[src/rtl/fifo_wr_arbiter_if.sv]
// Requester/FIFO-write bundle for fifo_wr_arbiter; master = arbiter side, slave = requesters + FIFO.
// wcount exists only when FIFO_ARB_STATS_EN is defined.
interface fifo_wr_arbiter_if #(
    parameter int DSIZE = 8,
    parameter int NREQ  = 4
);
    localparam int OW = $clog2(NREQ);

    logic [NREQ-1:0]       req;
    logic [NREQ*DSIZE-1:0] req_data;
    logic [NREQ-1:0]       ack;
    logic                  winc;
    logic [DSIZE-1:0]      wdata;
    logic                  wfull;
    logic                  walmostfull;
    logic [OW-1:0]         owner;
    logic                  busy;
`ifdef FIFO_ARB_STATS_EN
    logic [15:0]           wcount;

    modport master (
        input  req, req_data, wfull, walmostfull,
        output ack, winc, wdata, owner, busy, wcount
    );
    modport slave (
        output req, req_data, wfull, walmostfull,
        input  ack, winc, wdata, owner, busy, wcount
    );
`else
    modport master (
        input  req, req_data, wfull, walmostfull,
        output ack, winc, wdata, owner, busy
    );
    modport slave (
        output req, req_data, wfull, walmostfull,
        input  ack, winc, wdata, owner, busy
    );
`endif
endinterface

[src/rtl/fifo_wr_arbiter.sv]
// Round-robin burst arbiter into a FIFO write port; winc/ack are combinational in GRANT, wfull stalls,
// walmostfull only blocks new grants. FIFO_ARB_STATS_EN adds a saturating winc counter (wcount).
module fifo_wr_arbiter #(
    parameter int DSIZE = 8,
    parameter int NREQ  = 4,
    parameter int BURST = 4
) (
    input  logic              wclk,
    input  logic              wrst,
    fifo_wr_arbiter_if.master bus
);
    localparam int OW = $clog2(NREQ);
    localparam int CW = (BURST > 1) ? $clog2(BURST) : 1;

    typedef enum logic {
        IDLE  = 1'b0,
        GRANT = 1'b1
    } state_t;

    state_t        r_state, w_state_nxt;
    logic [CW-1:0] r_cnt, w_cnt_nxt;
    logic [OW-1:0] r_owner, w_owner_nxt;
    logic [OW-1:0] r_last, w_last_nxt;
    logic [OW-1:0] w_sel, w_cand;
    logic          w_sel_vld;
    logic          w_req_own;
    logic          w_xfer;
    logic [NREQ-1:0] w_ack;

    // First requester at or after last_owner+1, wrapping.
    always_comb begin
        w_sel     = '0;
        w_sel_vld = 1'b0;
        w_cand    = '0;
        for (int k = 1; k <= NREQ; k++) begin
            w_cand = OW'((int'(r_last) + k) % NREQ);
            if (!w_sel_vld && bus.req[w_cand]) begin
                w_sel_vld = 1'b1;
                w_sel     = w_cand;
            end
        end
    end

    assign w_req_own = bus.req[r_owner];
    assign w_xfer    = (r_state == GRANT) && w_req_own && !bus.wfull;

    always_comb begin
        w_ack = '0;
        if (w_xfer) w_ack[r_owner] = 1'b1;
    end

    always_comb begin
        w_state_nxt = r_state;
        w_cnt_nxt   = r_cnt;
        w_owner_nxt = r_owner;
        w_last_nxt  = r_last;
        case (r_state)
            IDLE: begin
                if (w_sel_vld && !bus.walmostfull) begin
                    w_state_nxt = GRANT;
                    w_owner_nxt = w_sel;
                    w_cnt_nxt   = '0;
                end
            end
            GRANT: begin
                if (!w_req_own) begin
                    w_state_nxt = IDLE;
                    w_last_nxt  = r_owner;
                end else if (w_xfer) begin
                    if (r_cnt == CW'(BURST - 1)) begin
                        w_state_nxt = IDLE;
                        w_last_nxt  = r_owner;
                    end else begin
                        w_cnt_nxt = r_cnt + 1'b1;
                    end
                end
            end
            default: w_state_nxt = IDLE;
        endcase
    end

    always_ff @(posedge wclk or posedge wrst) begin
        if (wrst) begin
            r_state <= IDLE;
            r_cnt   <= '0;
            r_owner <= '0;
            r_last  <= OW'(NREQ - 1);
        end else begin
            r_state <= w_state_nxt;
            r_cnt   <= w_cnt_nxt;
            r_owner <= w_owner_nxt;
            r_last  <= w_last_nxt;
        end
    end

    assign bus.winc  = w_xfer;
    assign bus.ack   = w_ack;
    assign bus.wdata = bus.req_data[int'(r_owner)*DSIZE +: DSIZE];
    assign bus.owner = r_owner;
    assign bus.busy  = (r_state == GRANT);

`ifdef FIFO_ARB_STATS_EN
    logic [15:0] r_wcount;

    always_ff @(posedge wclk or posedge wrst) begin
        if (wrst) begin
            r_wcount <= '0;
        end else if (w_xfer && (r_wcount != 16'hFFFF)) begin
            r_wcount <= r_wcount + 16'd1;
        end
    end

    assign bus.wcount = r_wcount;
`endif
endmodule

[src/flat_wrapper.sv]
// flat-port wrapper written by rule: the top's interface ports become plain ports
module fifo_wr_arbiter_flat 
#(
    parameter int DSIZE = 8,
    parameter int NREQ  = 4,
    parameter int BURST = 4
)
  (wclk, wrst, bus_req, bus_req_data, bus_wfull, bus_walmostfull, bus_ack, bus_winc, bus_wdata, bus_owner, bus_busy);
  fifo_wr_arbiter_if #(.DSIZE(DSIZE), .NREQ(NREQ)) bus_i ();
  input  logic wclk;
  input  logic wrst;
  input wire logic [$bits(bus_i.req)-1:0] bus_req;
  input wire logic [$bits(bus_i.req_data)-1:0] bus_req_data;
  input wire logic [$bits(bus_i.wfull)-1:0] bus_wfull;
  input wire logic [$bits(bus_i.walmostfull)-1:0] bus_walmostfull;
  output wire logic [$bits(bus_i.ack)-1:0] bus_ack;
  output wire logic [$bits(bus_i.winc)-1:0] bus_winc;
  output wire logic [$bits(bus_i.wdata)-1:0] bus_wdata;
  output wire logic [$bits(bus_i.owner)-1:0] bus_owner;
  output wire logic [$bits(bus_i.busy)-1:0] bus_busy;
  assign bus_i.req = bus_req;
  assign bus_i.req_data = bus_req_data;
  assign bus_i.wfull = bus_wfull;
  assign bus_i.walmostfull = bus_walmostfull;
  assign bus_ack = bus_i.ack;
  assign bus_winc = bus_i.winc;
  assign bus_wdata = bus_i.wdata;
  assign bus_owner = bus_i.owner;
  assign bus_busy = bus_i.busy;
  fifo_wr_arbiter #(.DSIZE(DSIZE), .NREQ(NREQ), .BURST(BURST)) u_core (.wclk(wclk), .wrst(wrst), .bus(bus_i));
endmodule
[config.mk]
export PLATFORM = sky130hd
export DESIGN_NAME = fifo_wr_arbiter_flat
export DESIGN_NICKNAME = d
export VERILOG_FILES = /design/src/rtl/fifo_wr_arbiter_if.sv /design/src/rtl/fifo_wr_arbiter.sv /design/src/flat_wrapper.sv
export SDC_FILE = /design/constraint.sdc
export NUM_CORES = 1
export LEC_CHECK = 0
export ABC_CLOCK_PERIOD_IN_PS = 3250
export CAP_MARGIN = 40
export CORE_MARGIN = 2
export CORE_UTILIZATION = 37
export DETAILED_ROUTE_END_ITERATION = 10
export PLACE_DENSITY = 0.86
export SLEW_MARGIN = 40
export SYNTH_ARGS = -nofsm -noshare
export SYNTH_HDL_FRONTEND = slang
export SYNTH_SLANG_ARGS = --single-unit
[constraint.sdc]
create_clock -name wclk -period 3.25 [get_ports wclk]
set_input_delay 0.975 -clock wclk [delete_from_list [all_inputs] [get_ports wclk]]
set_output_delay 0.975 -clock wclk [all_outputs]
set_load 0.05 [all_outputs]
==> impl_metrics.env, run 1 <==
export IMPL_synth_cell_types=33
export IMPL_post_synth_top_area_share=0.163
export IMPL_global_route_wire_length_before_repair_um=3750
export IMPL_leakage_nw=0.603
export IMPL_die_width_um=49.6
export IMPL_post_drt_wl_per_cell_um=15.4
export IMPL_dieArea_mm2=0.00246
export IMPL_setup_crit_start_kind="primary input"
export IMPL_clock_tree_from_tritoncts="done"
export IMPL_min_period_ps=3200
export IMPL_final_net_count=173
export IMPL_path_buf_inv=2
export IMPL_port_buffers=55
export IMPL_timing_critical_path_to_type="output port"
export IMPL_slew_limit_headroom=0.514
export IMPL_hpwlAfterDp_um=2040
export IMPL_total_wirelength_of_the_detailed_routed_design_um=2430
export IMPL_setup_repair_after_global_routing_missed_its_margin="no"
export IMPL_synth_top_area_cells="sky130_fd_sc_hd__dfrtp_1, sky130_fd_sc_hd__mux4_1, sky130_fd_sc_hd__mux4_2"
export IMPL_antenna_violating_nets_post_route=0
export IMPL_place_area_mm2=0.00137
export IMPL_ctsHtreeMaxLevel=1
export IMPL_crit_required_ps=2270
export IMPL_ys_flop_type="sky130_fd_sc_hd__dfrtp_1"
export IMPL_share_of_the_yosys_chip_area_belonging_to_registers=0.231
export IMPL_postCtsHoldBufs=0
export IMPL_syn_mean_instance_area_um2=10.7
export IMPL_timing_final_max_slew_violations=0
export IMPL_final_core_utilization=0.711
export IMPL_die_height_um=49.6
export IMPL_arrival_ps=2230
export IMPL_ys_warn_count=0
export IMPL_area_growth_from_synthesis_to_final_layout_pct=81.3
export IMPL_path_clk_slew_ps=50
export IMPL_drive_gt1_frac=0.282
export IMPL_cp_max_fo=3
export IMPL_grt_start_max_net_pins=18
export IMPL_tightestPinTransition_ps=729
export IMPL_timing_hold_worst_class="reg2reg"
export IMPL_synthMostInstantiatedCell="sky130_fd_sc_hd__nand2_1"
export IMPL_globalRouteTotalUtil=0.198
export IMPL_cts_setup_buffers=0
export IMPL_antenna_cells_inserted=0
export IMPL_power_density_mw_per_mm2=815
export IMPL_fin_skew_ps=1.84
export IMPL_drt_pre_antenna_iters=4
export IMPL_placement_setup_worst_slack_ps=47.3
export IMPL_global_route_overflow_total=0
export IMPL_clock_sink_count=7
export IMPL_via_count_of_the_first_global_routing_pass=791
export IMPL_final_setup_viol_count=0
export IMPL_slowest_stage="sky130_fd_sc_hd__clkdlybuf4s50_1"
export IMPL_synth_largest_area_cell="sky130_fd_sc_hd__dfrtp_1"
export IMPL_timing_setup_critical_path_class="in2out"
export IMPL_delay_contributed_by_the_slowest_stage_of_the_critical_path_ps=430
export IMPL_std_cell_rows=16
export IMPL_setup_tns_ps=0
export IMPL_cts_path_max_buffers=2
export IMPL_detail_route_iter0_violations=7
export IMPL_final_period_utilization=0.986
export IMPL_ys_async_sr_fraction=1.00
export IMPL_core_area_mm2=0.00196
export IMPL_start_util=0.392
export IMPL_vias=819
export IMPL_synth_nets=113
export IMPL_setup_slack_ps=45.6
export IMPL_finalInstanceArea_mm2=0.00140
export IMPL_fmax_ghz=0.312
export IMPL_vdd_ir_drop_worst_mv=0.625
export IMPL_post_synth_most_frequent_cells="sky130_fd_sc_hd__nand2_1, sky130_fd_sc_hd__dfrtp_1, sky130_fd_sc_hd__nor2_1, sky130_fd_sc_hd__o21ai_0"
export IMPL_max_cap_viol_count=0
export IMPL_place_congestion=0.778
export IMPL_path_delay_family="buffers and inverters"
export IMPL_cts_made_buffers=3
export IMPL_layout_cells_non_filler=158
export IMPL_cts_repair_resize_count=0
export IMPL_drc_violations_left=0
export IMPL_clk_latency_ps=250
export IMPL_viasPerCell=5.18
export IMPL_synth_seq_cells=7
export IMPL_post_synthesis_cells=72
export IMPL_initial_antenna_violation_count=0
export IMPL_timing_critical_path_cells="clkdlybuf4s50_1 > mux2_4 > and2_4 > o21a_1 > buf_4"
export IMPL_boundaryPins=56
export IMPL_post_place_cells=154
export IMPL_clock_root_buffer="sky130_fd_sc_hd__clkbuf_4"
export IMPL_outcome="finished clean"
export IMPL_report_final_hold_viol_count=0
export IMPL_netlist_area_before_placement_um2=769
export IMPL_number_of_enable_flip_flop_cells_after_synthesis=0
[layout by cell type (no fill, tap or decap), types with 2 or more instances in the layout]
cell,n
sky130_fd_sc_hd__mux4_2,4
sky130_fd_sc_hd__nand2_1,7
sky130_fd_sc_hd__clkbuf_4,3
sky130_fd_sc_hd__inv_1,3
sky130_fd_sc_hd__a211o_1,2
sky130_fd_sc_hd__mux2_4,2
sky130_fd_sc_hd__buf_4,14
sky130_fd_sc_hd__dfrtp_1,5
sky130_fd_sc_hd__dfstp_2,2
sky130_fd_sc_hd__clkdlybuf4s50_1,42
sky130_fd_sc_hd__a21oi_1,4
sky130_fd_sc_hd__o21ai_0,5
sky130_fd_sc_hd__nor2_1,5
sky130_fd_sc_hd__mux4_1,4
sky130_fd_sc_hd__mux2i_1,4
sky130_fd_sc_hd__nor2b_1,2
sky130_fd_sc_hd__nand2b_1,2
sky130_fd_sc_hd__buf_12,4
[kinds of logic after synthesis]
group	after synthesis	share of synthesized area
AND/OR/NAND/NOR	26	0.192
flip-flops	7	0.231
adder cells (fa/ha/maj)	1	0.0163
multiplexers	15	0.359
buffers and inverters	8	0.0748
AO/OA/AOI/OAI	15	0.127
[where the power goes]
part	switching (mW)	total, mW	internal, mW
combinational	0.456	0.820	0.365
sequential	0.0998	0.238	0.138
clock	0.0315	0.0783	0.0468
[per-layer routing]
metal	part of all wire	vias to the layer above	GRT usage
li1	-	392	-
met1	0.42	385	0.248
met2	0.49	40	0.329
met3	0.089	2	0.0606
met4	0.0058	0	0.0556
met5	0	-	0
[worst paths after layout]
check,from,end,slack (ps),cells past startpoint
hold / removal,u_core.r_cnt[0]$_DFFE_PP0P_,u_core.r_cnt[0]$_DFFE_PP0P_,500,1
hold reg to reg,u_core.r_cnt[0]$_DFFE_PP0P_,u_core.r_cnt[0]$_DFFE_PP0P_,500,1
setup reg to reg,u_core.bus.owner[0]$_DFFE_PP0P_,u_core.r_last[0]$_DFFE_PP1P_,1380,4
setup / recovery,bus_req[2],bus_winc,50,5
min in group asynchronous,wrst,u_core.bus.busy$_DFF_PP0_,940,2
max in group asynchronous,wrst,u_core.r_last[1]$_DFFE_PP1P_,2040,2
[worst reg2reg max path, cell delays in order (launching register included)]
cell and delay, ps:
sky130_fd_sc_hd__dfrtp_1 810, sky130_fd_sc_hd__mux2i_1 220, sky130_fd_sc_hd__or3_1 380, sky130_fd_sc_hd__nand3_2 100, sky130_fd_sc_hd__mux2_4 300
[metrics by stage]
stage / hold slack, ps / total power, mW
4_1_cts: 509 / 1.14
5_1_grt: 520 / 1.20
2_1_floorplan: 452 / 0.844
3_3_place_gp: 466 / 1.05
3_5_place_dp: 503 / 1.06
6_report: 503 / 1.14
[layout make-up]
class	instances	area (um2)
timing repair buffer	60	606
inverter	3	11.3
multi-input combinational	57	541
tap	27	33.8
fill	149	567
clock buffer	4	26.3
sequential	7	178
[sequential cells by signal (all words and copies together) (netlist names)]
| signal | flops |
|---|---|
| u_core.bus.owner | 2 |
| u_core.r_last | 2 |
| u_core.bus.busy | 1 |
| u_core.r_cnt | 2 |
(Power assumes the default switching activity.)
==> inputs of run 2 (changes only) <==
Settings changed: ABC_CLOCK_PERIOD_IN_PS 3250 to 3800.
Clock period 3.25 ns to 3.8 ns, I/O delays scaled along.
==> impl_metrics.env, run 2 (synthesis results as in run 1) <==
export IMPL_clock_sink_count=7
export IMPL_slew_limit_headroom=0.514
export IMPL_worst_r2r_cell_count=4
export IMPL_leading_cell_type_in_the_layout_fill_and_taps_excluded="sky130_fd_sc_hd__clkdlybuf4s50_1"
export IMPL_arrival_ps=2460
export IMPL_setup_crit_start_kind="primary input"
export IMPL_grt_util_met1=0.251
export IMPL_area_growth_from_synthesis_to_final_layout_pct=77.4
export IMPL_global_route_usage_met3=0.0606
export IMPL_worst_r2r_setup_slack_ps=1880
export IMPL_cts_made_buffers=3
export IMPL_std_cell_rows=16
export IMPL_grt_start_max_net_pins=20
export IMPL_clock_tree_from_tritoncts="done"
export IMPL_drive_gt1_frac=0.260
export IMPL_die_height_um=49.6
export IMPL_drc_violations_left=0
export IMPL_hpwlAfterDp_um=1960
export IMPL_initial_antenna_violation_count=0
export IMPL_boundaryPins=56
export IMPL_dieArea_mm2=0.00246
export IMPL_fmax_ghz=0.278
export IMPL_final_setup_viol_count=0
export IMPL_timing_hold_worst_path_depth=1
export IMPL_timing_setup_critical_path_class="in2out"
export IMPL_global_route_wire_length_before_repair_um=3710
export IMPL_place_congestion=0.702
export IMPL_setup_tns_ps=0
export IMPL_die_width_um=49.6
export IMPL_min_from="u_core.r_cnt[0]$_DFFE_PP0P_"
export IMPL_slowest_stage="sky130_fd_sc_hd__clkdlybuf4s50_1"
export IMPL_power_total_mw=0.960
export IMPL_detail_route_iter0_violations=3
export IMPL_top_usage_layer="met2"
export IMPL_antenna_cells_inserted=0
export IMPL_gr_usage_met2=0.318
export IMPL_timing_hold_worst_class="reg2reg"
export IMPL_vias=787
export IMPL_via_count_of_the_first_global_routing_pass=770
export IMPL_start_util=0.392
export IMPL_leakage_nw=0.583
export IMPL_path_buf_inv=2
export IMPL_timing_critical_path_cells="clkdlybuf4s50_1 > mux2i_1 > nor2_1 > o21a_1 > buf_4"
export IMPL_cts_repair_resize_count=0
export IMPL_ctsHtreeMaxLevel=1
export IMPL_crit_required_ps=2660
export IMPL_viasPerCell=5.11
export IMPL_tightestPinTransition_ps=729
export IMPL_timing_critical_path_to_type="output port"
export IMPL_vdd_ir_drop_worst_mv=0.483
export IMPL_reg2reg_from="u_core.bus.owner[0]$_DFFE_PP0P_"
export IMPL_cp_max_fo=7
export IMPL_clk_latency_ps=240
export IMPL_fin_skew_ps=0.378
export IMPL_timing_final_max_slew_violations=0
export IMPL_cts_path_max_buffers=2
export IMPL_most_common_layout_cells="sky130_fd_sc_hd__clkdlybuf4s50_1, sky130_fd_sc_hd__buf_4, sky130_fd_sc_hd__nand2_1"
export IMPL_core_area_mm2=0.00196
export IMPL_delay_contributed_by_the_slowest_stage_of_the_critical_path_ps=510
export IMPL_path_delay_family="buffers and inverters"
export IMPL_path_clk_slew_ps=50
export IMPL_min_period_ps=3600
export IMPL_final_net_count=169
export IMPL_fill_cell_total_of_the_finished_layout=154
export IMPL_holdPathEnd="u_core.r_cnt[0]$_DFFE_PP0P_"
export IMPL_power_density_mw_per_mm2=704
export IMPL_final_period_utilization=0.946
export IMPL_total_wirelength_of_the_detailed_routed_design_um=2360
export IMPL_cts_setup_buffers=0
export IMPL_timing_rr_end="u_core.r_last[0]$_DFFE_PP1P_"
export IMPL_postCtsHoldBufs=0
export IMPL_post_drt_wl_per_cell_um=15.3
export IMPL_max_cap_viol_count=0
export IMPL_report_final_hold_viol_count=0
export IMPL_drt_pre_antenna_iters=4
export IMPL_clock_root_buffer="sky130_fd_sc_hd__clkbuf_4"
export IMPL_globalRouteTotalUtil=0.196
export IMPL_port_buffers=55
export IMPL_outcome="finished clean"
export IMPL_antenna_violating_nets_post_route=0
export IMPL_setup_repair_after_global_routing_missed_its_margin="no"
export IMPL_global_route_overflow_total=0
-- run 2: area by class of cell --
class | count | area (um2) | area share
multi-input combinational | 57 | 541 | 0.396
timing repair buffer | 56 | 576 | 0.422
sequential | 7 | 178 | 0.130
tap | 27 | 33.8 | 0.0247
clock buffer | 4 | 26.3 | 0.0192
inverter | 3 | 11.3 | 0.00825
-- run 2: worst max path at each step --
stage	start	end	slack, ps	cells after the start
after floorplan	bus_wfull	bus_ack[1]	280	2
after global placement	bus_req[2]	bus_winc	240	5
after detailed placement	bus_req[2]	bus_winc	230	5
after CTS	bus_req[2]	bus_winc	230	5
after global routing	bus_req[1]	bus_winc	150	5
final	bus_req[1]	bus_winc	200	5
-- run 2: per-stage QoR --
| step | setup WS [ps] | utilization | std cells | area (um2) | hold WS, ps |
|---|---|---|---|---|---|
| global placement | 236 | 0.682 | 150 | 1340 | 464 |
| detailed placement | 231 | 0.682 | 150 | 1340 | 484 |
| global route | 147 | 0.696 | 154 | 1370 | 509 |
| finish | 204 | 0.696 | 154 | 1370 | 486 |
| CTS | 225 | 0.696 | 154 | 1370 | 490 |
| floorplan | 279 | - | 72 | 776 | 452 |
-- run 2: layer usage --
metal  wire (um)  vias to the layer above
met5           0                        -
met1         950                      364
li1            -                      383
met4           0                        0
met2        1150                       40
met3         254                        0
-- run 2: power breakdown --
part	switching [mW]	internal, mW	leakage (nW)	total (mW)
combinational	0.376	0.305	0.485	0.681
clock	0.0235	0.0398	0.0150	0.0633
sequential	0.0984	0.118	0.0838	0.216
total	0.498	0.463	0.583	0.960
==> inputs of run 3 (changes only) <==
Settings changed: RECOVER_POWER from default to 50, SETUP_SLACK_MARGIN from default to 0.4.
==> impl_metrics.env, run 3 (synthesis results as in run 1) <==
export IMPL_setup_repair_after_global_routing_missed_its_margin="yes"
export IMPL_vias=795
export IMPL_die_width_um=49.6
export IMPL_initial_antenna_violation_count=0
export IMPL_timing_critical_path_cells="dlygate4sd3_1 > nand2b_1 > nor3_2 > buf_12"
export IMPL_min_from="u_core.r_cnt[0]$_DFFE_PP0P_"
export IMPL_top_usage_layer="met2"
export IMPL_min_period_ps=3520
export IMPL_drc_violations_left=0
export IMPL_slew_limit_headroom=0.485
export IMPL_place_area_mm2=0.00134
export IMPL_via_count_of_the_first_global_routing_pass=704
export IMPL_global_route_overflow_total=0
export IMPL_gr_usage_met2=0.311
export IMPL_timing_setup_critical_path_class="in2out"
export IMPL_power_total_mw=0.971
export IMPL_path_delay_family="buffers and inverters"
export IMPL_postCtsHoldBufs=0
export IMPL_timing_hold_worst_class="reg2reg"
export IMPL_antenna_cells_inserted=0
export IMPL_hpwlAfterDp_um=1890
export IMPL_dieArea_mm2=0.00246
export IMPL_grt_util_met1=0.252
export IMPL_outcome="finished clean"
export IMPL_ctsHtreeMaxLevel=1
export IMPL_worst_r2r_setup_slack_ps=1680
export IMPL_die_height_um=49.6
export IMPL_final_period_utilization=0.927
export IMPL_report_final_hold_viol_count=0
export IMPL_boundaryPins=56
export IMPL_holdPathEnd="u_core.r_cnt[0]$_DFFE_PP0P_"
export IMPL_fin_skew_ps=2.55
export IMPL_area_growth_from_synthesis_to_final_layout_pct=79.2
export IMPL_p_switching_mw=0.502
export IMPL_layout_cells_non_filler=155
export IMPL_crit_required_ps=2660
export IMPL_global_route_wire_length_before_repair_um=3600
export IMPL_port_buffers=55
export IMPL_total_wirelength_of_the_detailed_routed_design_um=2320
export IMPL_placement_setup_worst_slack_ps=234
export IMPL_cts_path_max_buffers=2
export IMPL_clock_power_share=0.067
export IMPL_clk_latency_ps=250
export IMPL_std_cell_rows=16
export IMPL_slowest_stage="sky130_fd_sc_hd__dlygate4sd3_1"
export IMPL_fmax_ghz=0.284
export IMPL_grt_start_max_net_pins=20
export IMPL_most_common_layout_cells="sky130_fd_sc_hd__clkdlybuf4s50_1, sky130_fd_sc_hd__buf_4, sky130_fd_sc_hd__nand2_1"
export IMPL_drt_pre_antenna_iters=4
export IMPL_post_drt_wl_per_cell_um=14.9
export IMPL_place_congestion=0.729
export IMPL_clock_root_buffer="sky130_fd_sc_hd__clkbuf_4"
export IMPL_worst_r2r_cell_count=5
export IMPL_vdd_ir_drop_worst_mv=0.549
export IMPL_arrival_ps=2380
export IMPL_core_area_mm2=0.00196
export IMPL_globalRouteTotalUtil=0.191
export IMPL_final_net_count=170
export IMPL_power_frac_seq=0.227
export IMPL_cp_max_fo=4
export IMPL_max_cap_viol_count=0
export IMPL_clock_sink_count=7
export IMPL_power_switching_share=0.517
export IMPL_global_route_usage_met3=0.0455
export IMPL_path_buf_inv=2
export IMPL_power_density_mw_per_mm2=704
export IMPL_reg2reg_from="u_core.bus.owner[0]$_DFFE_PP0P_"
export IMPL_timing_critical_path_to_type="output port"
export IMPL_timing_rr_end="u_core.r_cnt[1]$_DFFE_PP0P_"
export IMPL_cell_internal_pwr_mw=0.469
export IMPL_clock_tree_from_tritoncts="done"
export IMPL_antenna_violating_nets_post_route=0
export IMPL_setup_slack_ps=279
export IMPL_timing_final_max_slew_violations=0
export IMPL_leading_cell_type_in_the_layout_fill_and_taps_excluded="sky130_fd_sc_hd__clkdlybuf4s50_1"
export IMPL_cts_made_buffers=3
export IMPL_start_util=0.392
export IMPL_path_clk_slew_ps=50
export IMPL_detail_route_iter0_violations=23
export IMPL_viasPerCell=5.13
export IMPL_setup_crit_start_kind="primary input"
export IMPL_leakage_nw=0.594
export IMPL_drive_gt1_frac=0.258
export IMPL_delay_contributed_by_the_slowest_stage_of_the_critical_path_ps=590
export IMPL_combinationalPowerShare=0.707
export IMPL_setup_tns_ps=0
export IMPL_post_place_cells=150
export IMPL_final_setup_viol_count=0
export IMPL_finalInstanceArea_mm2=0.00138
export IMPL_timing_hold_worst_path_depth=1
export IMPL_tightestPinTransition_ps=773
[run 3: cell types whose count changed in the layout (fill, tap and decap cells not counted), sizes merged]
cell,delta
clkdlybuf4s50,-7
dlygate4sd2,+4
dlygate4sd3,+3
clkbuf,+1
[run 3: how the worst max path moves through the flow]
stage,startpoint,to,slack [ps],depth (start not counted)
after CTS,bus_req_data[16],bus_wdata[0],400,3
after detailed placement,bus_req[2],bus_winc,230,5
after floorplan,bus_wfull,bus_ack[0],460,2
after global routing,bus_wfull,bus_ack[0],230,4
final,bus_wfull,bus_ack[1],280,4
after global placement,bus_req[2],bus_winc,230,5
[run 3: per-stage QoR]
stage / util / hold slack (ps)
after CTS: 0.706 / 487
after detailed placement: 0.685 / 481
after floorplan: - / 452
after global routing: 0.703 / 511
after global placement: 0.685 / 466
final: 0.703 / 481
[run 3: power by group through the flow]
stage | Combinational [mW] | Clock [mW] | Sequential (mW)
detailed placement | 0.683 | 0 | 0.219
CTS | 0.694 | 0.0678 | 0.221
global placement | 0.675 | 0 | 0.215
floorplan | 0.525 | 0 | 0.199
finish | 0.686 | 0.0649 | 0.220
global route | 0.717 | 0.0743 | 0.233
[run 3: per-layer routing]
| layer | vias to the layer above | routed length (um) |
|---|---|---|
| met5 | - | 0 |
| met2 | 40 | 1060 |
| met1 | 367 | 1050 |
| li1 | 386 | - |
| met4 | 0 | 14 |
| met3 | 2 | 190 |
[run 3: final cells by class]
class                           count  area [um2]
Tap cell                           27        33.8
Multi-Input combinational cell     57         548
Sequential cell                     7         178
Inverter                            3        11.3
Timing Repair Buffer               57         582
Fill cell                         148         583
Clock buffer                        4        26.3
[run 3: timing repair]
item / in CTS / in global routing
gates resized for setup: 6 / 3
endpoints found under the setup margin: 2 / 5
buffers inserted: 1 / 0
pin swaps: 1 / 0
[run 3: worst reg2reg max path, stage by stage (launching register included)]
cell                      delay, ps
sky130_fd_sc_hd__dfrtp_1        840
sky130_fd_sc_hd__mux2i_1        350
sky130_fd_sc_hd__nor2_1         100
sky130_fd_sc_hd__buf_4          160
sky130_fd_sc_hd__o21ai_0        330
sky130_fd_sc_hd__mux2i_1        260
